$ cat config.mk
export PLATFORM = sky130hd
export DESIGN_NAME = tbu_rd_arbiter
export DESIGN_NICKNAME = d
export VERILOG_FILES = /design/src/rtl/tbu_pkg.sv /design/src/rtl/tbu_rd_arbiter_rr_pick.sv /design/src/rtl/tbu_rd_arbiter.sv
export SDC_FILE = /design/constraint.sdc
export NUM_CORES = 1
export LEC_CHECK = 0
export CAP_MARGIN = 40
export CORE_AREA = 3 3 73 55
export DETAILED_ROUTE_END_ITERATION = 8
export DIE_AREA = 0 0 76 58
export PLACE_DENSITY_LB_ADDON = 0.3
export SYNTH_ARGS = -nofsm -noshare
export SYNTH_HDL_FRONTEND = slang
export SYNTH_SLANG_ARGS = --single-unit
$ cat constraint.sdc
create_clock -name clk -period 4.33 [get_ports clk]
set_clock_uncertainty 0.1 [all_clocks]
set_input_delay 1.299 -clock clk [delete_from_list [all_inputs] [get_ports clk]]
set_output_delay 1.299 -clock clk [all_outputs]
set_load 0.05 [all_outputs]
$ cat src/rtl/tbu_pkg.sv
// Shared types and constants for the traceback-unit survivor-memory read arbiter.
package tbu_pkg;

    localparam int S          = 120;
    localparam int NUM_STATES = 64;
    localparam int DATA_W     = 36;
    localparam int OWNER_W    = 4;

    typedef enum logic [1:0] {
        ST_IDLE  = 2'd0,
        ST_BUSY  = 2'd1,
        ST_DRAIN = 2'd2
    } arb_state_e;

    typedef struct packed {
        logic               valid;
        logic [OWNER_W-1:0] owner;
        logic               err;
    } tag_t;

endpackage

$ cat src/rtl/tbu_rd_arbiter_rr_pick.sv
// Round-robin selector: one-hot grant, search starts at the index after the last grant.
module rr_pick #(
    parameter int NUM_REQ = 2,
    parameter int PTR_W   = 1
) (
    input  logic [NUM_REQ-1:0] req,
    input  logic [PTR_W-1:0]   last,
    output logic [NUM_REQ-1:0] gnt
);
    import tbu_pkg::*;

    logic             found;
    logic [PTR_W-1:0] idx;

    always_comb begin
        gnt   = '0;
        found = 1'b0;
        idx   = '0;
        for (int k = 1; k <= NUM_REQ; k++) begin
            idx = PTR_W'((int'(last) + k) % NUM_REQ);
            if (!found && req[idx]) begin
                gnt[idx] = 1'b1;
                found    = 1'b1;
            end
        end
    end

endmodule

$ cat src/rtl/tbu_rd_arbiter.sv
// Shares one survivor-memory read port among NUM_REQ traceback pointers.
// Optional grant/conflict statistics are enabled with macro TBU_ARB_STATS_EN.
module tbu_rd_arbiter #(
    parameter int  NUM_REQ = 2,
    parameter int  S       = 120,
    parameter int  DATA_W  = 36,
    parameter int  RD_LAT  = 2,
    localparam int ADDR_W  = $clog2(S)
) (
    input  logic                      clk,
    input  logic                      sys_rst,
    input  logic                      flush,
    input  logic [NUM_REQ-1:0]        req,
    input  logic [NUM_REQ*ADDR_W-1:0] req_addr,
    output logic [NUM_REQ-1:0]        gnt,
    output logic                      mem_en,
    output logic [ADDR_W-1:0]         mem_addr,
    input  logic [DATA_W-1:0]         mem_dout,
    output logic [NUM_REQ-1:0]        rsp_valid,
    output logic [DATA_W-1:0]         rsp_data,
    output logic                      rsp_err
`ifdef TBU_ARB_STATS_EN
    ,
    output logic [NUM_REQ*16-1:0]     gnt_cnt,
    output logic [15:0]               conflict_cnt
`endif
);
    import tbu_pkg::*;

    localparam int PTR_W = (NUM_REQ > 1) ? $clog2(NUM_REQ) : 1;

    logic [PTR_W-1:0]   rr_ptr;
    logic [NUM_REQ-1:0] pick;
    logic [PTR_W-1:0]   win_ptr;
    logic [ADDR_W-1:0]  win_addr;
    logic               win_err;
    logic               any_gnt;
    logic               tags_busy;
    tag_t               tag_p [RD_LAT+1];
    arb_state_e         state, state_nxt;

    rr_pick #(
        .NUM_REQ (NUM_REQ),
        .PTR_W   (PTR_W)
    ) u_rr_pick (
        .req  (req),
        .last (rr_ptr),
        .gnt  (pick)
    );

    assign gnt     = (sys_rst || flush) ? '0 : pick;
    assign any_gnt = |gnt;

    always_comb begin
        win_ptr  = '0;
        win_addr = '0;
        for (int i = 0; i < NUM_REQ; i++) begin
            if (gnt[i]) begin
                win_ptr  = PTR_W'(i);
                win_addr = req_addr[i*ADDR_W +: ADDR_W];
            end
        end
    end

    assign win_err = (32'(win_addr) >= 32'(S));

    // Issue stage: out-of-range reads are granted but never reach the memory.
    always_ff @(posedge clk or posedge sys_rst) begin
        if (sys_rst) begin
            rr_ptr   <= PTR_W'(NUM_REQ - 1);
            mem_en   <= 1'b0;
            mem_addr <= '0;
        end else begin
            if (any_gnt) begin
                rr_ptr <= win_ptr;
            end
            mem_en <= any_gnt && !win_err;
            if (any_gnt && !win_err) begin
                mem_addr <= win_addr;
            end
        end
    end

    // Tag pipeline: stage RD_LAT lines up with mem_dout for the read it describes.
    always_ff @(posedge clk or posedge sys_rst) begin
        if (sys_rst) begin
            for (int k = 0; k <= RD_LAT; k++) begin
                tag_p[k] <= '0;
            end
        end else begin
            tag_p[0] <= '{valid: any_gnt, owner: OWNER_W'(win_ptr), err: any_gnt && win_err};
            for (int k = 1; k <= RD_LAT; k++) begin
                tag_p[k] <= tag_p[k-1];
            end
            if (flush) begin
                for (int k = 0; k <= RD_LAT; k++) begin
                    tag_p[k].valid <= 1'b0;
                end
            end
        end
    end

    always_comb begin
        tags_busy = 1'b0;
        for (int k = 0; k <= RD_LAT; k++) begin
            tags_busy = tags_busy | tag_p[k].valid;
        end
    end

    always_comb begin
        rsp_valid = '0;
        for (int i = 0; i < NUM_REQ; i++) begin
            rsp_valid[i] = tag_p[RD_LAT].valid && (tag_p[RD_LAT].owner == OWNER_W'(i));
        end
    end

    assign rsp_err  = tag_p[RD_LAT].valid && tag_p[RD_LAT].err;
    assign rsp_data = (tag_p[RD_LAT].valid && !tag_p[RD_LAT].err) ? mem_dout : '0;

    always_ff @(posedge clk or posedge sys_rst) begin
        if (sys_rst) begin
            state <= ST_IDLE;
        end else begin
            state <= state_nxt;
        end
    end

    always_comb begin
        state_nxt = state;
        unique case (state)
            ST_IDLE: begin
                if (flush) begin
                    state_nxt = ST_DRAIN;
                end else if (|req) begin
                    state_nxt = ST_BUSY;
                end
            end
            ST_BUSY: begin
                if (flush) begin
                    state_nxt = ST_DRAIN;
                end else if (|req) begin
                    state_nxt = ST_BUSY;
                end else if (tags_busy) begin
                    state_nxt = ST_DRAIN;
                end else begin
                    state_nxt = ST_IDLE;
                end
            end
            ST_DRAIN: begin
                if (flush) begin
                    state_nxt = ST_DRAIN;
                end else if (|req) begin
                    state_nxt = ST_BUSY;
                end else if (!tags_busy) begin
                    state_nxt = ST_IDLE;
                end
            end
            default: state_nxt = ST_IDLE;
        endcase
    end

`ifdef TBU_ARB_STATS_EN
    always_ff @(posedge clk or posedge sys_rst) begin
        if (sys_rst) begin
            gnt_cnt      <= '0;
            conflict_cnt <= '0;
        end else begin
            for (int i = 0; i < NUM_REQ; i++) begin
                if (gnt[i] && (gnt_cnt[i*16 +: 16] != 16'hFFFF)) begin
                    gnt_cnt[i*16 +: 16] <= gnt_cnt[i*16 +: 16] + 16'd1;
                end
            end
            if (($countones(req) >= 2) && (conflict_cnt != 16'hFFFF)) begin
                conflict_cnt <= conflict_cnt + 16'd1;
            end
        end
    end
`endif

endmodule

==> metrics.txt, run 1 <==
Routed WL per cell 13.47 um; reg-to-reg startpoint rr_ptr$_DFFE_PP1P_; Post-synth EDFFs 0; Final Setup Violations 0; antenna cells 0; worst hold endpoint tag_p[6]$_DFF_PP0_; syn_nets 159; Psw 158.8 uW; post-synth cell types 29; post-CTS sizing 0; Compound-Gate Fraction of Synth Area 16.69%; vias in the first global route 1115; initial DRC count 16; final worst slack 404.0 ps; port bufs 103; status complete, no violations; largest net degree at the start of global routing 27; main combinational cell family by area after synthesis simple AND/OR/NAND/NOR gates; routed vias/inst 4.322; vias 1115; GR Overflow Total 0; leakage 0.9677 nW; total routed wirelength 3.475 mm; 1st-pass router iterations 4; DRC 0; CTS tree yes; setup repair after global routing missed its margin no; H-tree depth 1; Critical Path Source Type primary input; initial antenna violation count 0; root buffer cell clkbuf_8; io pins 104; Final Max Slew Viols 0; kind of critical path primary input to output port; setup TNS 0 ps; Worst slew margin 55.89%; Hold Path Depth 0; share of cells above drive strength 1 27.40%; Post-DP HPWL 2.950 mm; Power Dens Cells 243.0 nW/um^2; Tcrit/Tclk final 90.67%; mux contribution to synthesized area 4.230%; Post-Synth Simple-Gate Area 32.78%; Net count, final 264; Layout area overhead 99.88%; WP data arrival 2530 ps; gr usage total 15.86%; final cell count without fillers 258; Seq pwr share 37.7%; Core Rows 18; Int Pwr 358.4 uW; worst skew pair latency 240 ps; post-synthesis register bit count 18; Clock Path Buffers 2; worst hold start tag_p[12]$_DFF_PP0_; Post-Synthesis Cells 104; clock sinks 18; worst hold-check path type register to register; Post-DRT Antenna Nets 0; register area share after synthesis 42.42%; Final min period 3926 ps; reg2reg end mem_addr[1]$_DFFE_PP0P_; FF-to-FF path depth 6; Post-Synth XOR/XNOR Area 0%; multi-input logic area 571.8 um^2; core footprint 3401 um^2; # Max-Cap Violations 0; area of the die 4408 um^2; commonest non-fill, non-tap cell in the layout clkdlybuf4s50_1; CP endpoint kind output port; Die X 76 um; Die Height 58 um; # fillers 264; ys async rst share 100.0%; Synth Area in Adders 0%; Synthesis Warnings 0; mean area per synthesized cell 10.24 um^2; Max FO, Critical Path 8; Initial Utilization 31.31%; hold bufs inserted after CTS 0; sw frac 30.70%; CTS clk-pin slew, worst paths 70 ps; Synth Flop Type dfrtp_1; register-to-register setup slack 2300 ps; Clk network pwr share 25.4%; CTS Buf Count 3; f_max 0.2547 GHz; Worst Tran Pin Value 660.9 ps; placer congestion estimate 0.8557; Placed Cells 254; Max VDD drop 0.0001605 V; pre-CTS WS 416.3 ps; WP data required 2930 ps; storage element area 451.7 um^2; final hold vios 0; global-route wire length before repair 5.616 mm; postcts setup bufs 0; total power draw 517.1 uW; Comb power frac 37.0%; synthesized area 1065 um^2; most frequent cells in the layout 65 x clkdlybuf4s50_1, 40 x and2_1, 38 x buf_4, 17 x dfrtp_1, 5 x nor2b_1
[kinds of logic (layout without fill, tap and decap cells)]
group                  Yosys count  in the layout
DFF                             18             18
muxes                            3              3
buffers and inverters            8            112
AOI/OAI and AO/OA               20             20
and+or+nand+nor                 55             55
[power by group through the flow]
stage	sequential (mW)	combinational, mW	clock (mW)
floorplan	0.233	0.0627	0
global placement	0.197	0.190	0
detailed placement	0.197	0.192	0
CTS	0.195	0.193	0.136
global route	0.196	0.202	0.144
finish	0.195	0.191	0.131
[sequential cells by signal (all words and copies together), names as in the netlist]
register	count
mem_en	1
tag_p	9
mem_addr	7
rr_ptr	1
[final cells by class]
cell class,count,area share (%)
tap,50,2.939
clock buffer,4,2.587
inverter,3,0.5291
sequential,18,21.22
timing repair buffer,105,45.86
multi-input combinational,78,26.87
[worst max-delay path, cell delays in order]
cell and delay, ps:
clkdlybuf4s50_1 490, nor2_4 220, nand3_1 170, inv_2 190
buf_12 160
[Yosys cell counts, drive strengths merged, types with 2 or more instances]
library cell	instances	share of area, %
nand4	2	1.2
nand3	2	0.94
dfrtp	17	40
and2	40	24
o21a	2	1.4
mux2	3	4.2
a22o	3	2.5
inv	3	1.1
nand2b	3	1.8
o221a	2	2.1
buf	2	1.8
a21oi	5	2.7
clkbuf	3	1.1
o211ai	2	3.2
nor2b	5	2.9
[stage by stage]
stage          hold slack [ps]  instance area (um^2)  util, %
3_5_place_dp             234.7                  2073    60.96
3_3_place_gp             233.0                  2073    60.96
4_1_cts                  249.8                  2128    62.58
2_1_floorplan            231.2                  1065        -
5_1_grt                  250.5                  2128    62.58
6_report                 248.1                  2128    62.58
[metal layers]
| layer | global-route usage [%] | vias up | routed length [um] |
|---|---|---|---|
| met5 | 0 | - | 0 |
| met4 | 3.876 | 0 | 10 |
| met3 | 4.503 | 2 | 281 |
| met2 | 25.25 | 61 | 1560 |
| met1 | 21.63 | 492 | 1623 |
| li1 | - | 560 | - |
[how the worst max path moves through the flow]
stage	start	endpoint	slack (ps)	cells past startpoint
finish	flush	gnt[0]	400	5
global route	flush	gnt[0]	320	5
CTS	flush	gnt[0]	410	5
detailed placement	flush	gnt[0]	420	5
global placement	flush	gnt[0]	440	5
floorplan	req[1]	gnt[1]	1010	4
No activity file was read; power rests on OpenSTA's default activity.
==> run 2: changes to the inputs <==
Settings changed: MAX_ROUTING_LAYER set to met4, PLACE_DENSITY set to 0.86, PLACE_DENSITY_LB_ADDON 0.3 to unset.
==> run 2 against run 1 <==
  * Sequential power hardly changed
  * Hold slack improved by 4.7 ps
  * Fmax barely moved
  * Design area unchanged
  * Clock-buffer cell count stayed put
  * Sequential cell count unchanged
  * Final cell count unchanged
  * Critical path depth unchanged
  * Non-clock buffer count unchanged
  * Global-route usage increased by 0.16 points
  * Wire length rose by 3.6%
  * Core utilization did not move
  * Critical path type unchanged
==> metrics.txt, run 2 (synthesized netlist as in run 1, its figures left out) <==
Final min period 3926 ps (+0.09300 ps); Largest regs tag_p: 9 flops, mem_addr: 7 flops; sw frac 31.28% (+0.58 points); area of the die 4408 um^2 (unchanged); clock sinks 18 (unchanged); Routed WL per cell 13.95 um (+3.6%); antenna cells 0 (unchanged); # Max-Cap Violations 0 (unchanged); final cell count without fillers 258 (unchanged); Worst slew margin 57.48% (+1.6 points); CTS Buf Count 3 (unchanged); setup repair after global routing missed its margin no; Placed Cells 254 (unchanged); H-tree depth 1 (unchanged); status complete, no violations; Critical Path Source Type primary input; Power Dens Cells 245.1 nW/um^2 (+0.87%); setup TNS 0 ps (unchanged); total routed wirelength 3.600 mm (+3.6%); Hold Path Depth 0 (unchanged); final hold vios 0 (unchanged); vias in the first global route 1102 (-1.2%); root buffer cell clkbuf_8; gr usage total 16.02% (+0.16 points); Crit-path slowest cell clkdlybuf4s50_1; Seq pwr share 37.6% (about the same); Comb power frac 36.8% (-0.2 points); 1st-pass router iterations 4 (unchanged); Layout area overhead 99.88% (unchanged); hold bufs inserted after CTS 0 (unchanged); postcts setup bufs 0 (unchanged); vias 1158 (+3.9%); CP endpoint kind output port; Clock Path Buffers 2 (unchanged); Final Setup Violations 0 (unchanged); share of cells above drive strength 1 27.40% (unchanged); port bufs 103 (unchanged); FF-to-FF path depth 6 (unchanged); Critical Path End gnt[0]; Biggest register tag_p; routed vias/inst 4.488 (+3.9%); Core Rows 18 (unchanged); worst hold-check path type register to register; Max VDD drop 0.0001987 V (+24%); placer congestion estimate 0.8296 (-3.1%); f_max 0.2547 GHz (about the same); global-route wire length before repair 5.423 mm (-3.4%); Die X 76 um (unchanged); reg2reg end mem_addr[1]$_DFFE_PP0P_; Clk network pwr share 25.6% (+0.2 points); core footprint 3401 um^2 (unchanged); kind of critical path primary input to output port; CTS tree yes; Initial Utilization 31.31% (unchanged); DRC 0 (unchanged); worst skew pair latency 250 ps (about the same); CTS clk-pin slew, worst paths 70 ps (about the same); post-CTS sizing 0 (unchanged); CP peak stage delay 500 ps (about the same); largest net degree at the start of global routing 37 (+37%); io pins 104 (unchanged); Net count, final 264 (unchanged); most frequent cells in the layout 65 x clkdlybuf4s50_1, 40 x and2_1, 38 x buf_4, 17 x dfrtp_1, 5 x nor2b_1; reg-to-reg startpoint rr_ptr$_DFFE_PP1P_; leakage 0.9677 nW (unchanged); Post-DP HPWL 3.046 mm (+3.3%); WP data required 2930 ps (about the same); critical path cell sequence clkdlybuf4s50_1 -> nor2_4 -> nand3_1 -> inv_2 -> buf_12; max reg flops 9 (unchanged); register-to-register setup slack 2340 ps (+40 ps); WP data arrival 2530 ps (about the same); Critical Path Start flush; Final Max Slew Viols 0 (unchanged); initial DRC count 49 (+33); Die Height 58 um (unchanged); Max FO, Critical Path 8 (unchanged); initial antenna violation count 0 (unchanged); commonest non-fill, non-tap cell in the layout clkdlybuf4s50_1; Int Pwr 358.4 uW (about the same); Tcrit/Tclk final 90.67% (about the same); GR Overflow Total 0 (unchanged); Worst Tran Pin Value 637.0 ps (-23.83 ps); Post-DRT Antenna Nets 0 (unchanged); Psw 163.2 uW (+2.8%)
## run 2: cell counts in the layout (fill, tap and decap cells not counted)
No cell type changed its count.
## run 2: how the worst min path moves through the flow
stage | to | startpoint
detailed placement | tag_p[1]$_DFF_PP0_ | tag_p[7]$_DFF_PP0_
CTS | tag_p[1]$_DFF_PP0_ | tag_p[7]$_DFF_PP0_
finish | tag_p[1]$_DFF_PP0_ | tag_p[7]$_DFF_PP0_
global route | tag_p[1]$_DFF_PP0_ | tag_p[7]$_DFF_PP0_
floorplan | tag_p[0]$_DFF_PP0_ | tag_p[6]$_DFF_PP0_
global placement | tag_p[7]$_DFF_PP0_ | tag_p[13]$_DFF_PP0_
## run 2: through the flow
step                area, um^2  setup WS, ps  power, mW  utilization, %  hold slack (ps)
finish                    2128         403.9     0.5216           62.58            252.7
CTS                       2128         414.7     0.5247           62.58            257.1
detailed placement        2073         425.4     0.3909           60.96            241.8
floorplan                 1065          1013     0.2959               -            231.2
global placement          2073         451.8     0.3885           60.96            233.3
global route              2128         349.2     0.5404           62.58            270.4
## run 2: area by class of cell
type | instances | area (um^2)
fillers | 285 | 1272
repair buffers | 105 | 975.9
multi-input cells | 78 | 571.8
flip-flops and latches | 18 | 451.7
inverters | 3 | 11.26
clock buffers | 4 | 55.05
well taps | 50 | 62.56
## run 2: worst max-delay path, delay by kind of cell
kind	cells	cell delay, ps
buffers and inverters	3	840
AND/OR/NAND/NOR	2	390
## run 2: layer usage
metal,GRT usage (%),wire length (um),part of all wire (%),vias up
met5,-,0,0,-
met4,6.977,72,2.0,0
met2,24.37,1576,44,83
li1,-,-,-,559
met3,4.503,401,11,6
met1,20.23,1550,43,510
## run 2: power groups by stage
stage | clock network (mW) | logic, mW | registers, mW
2_1_floorplan | 0 | 0.0627 | 0.233
3_3_place_gp | 0 | 0.190 | 0.198
3_5_place_dp | 0 | 0.193 | 0.198
4_1_cts | 0.136 | 0.193 | 0.196
5_1_grt | 0.142 | 0.201 | 0.197
6_report | 0.134 | 0.192 | 0.196
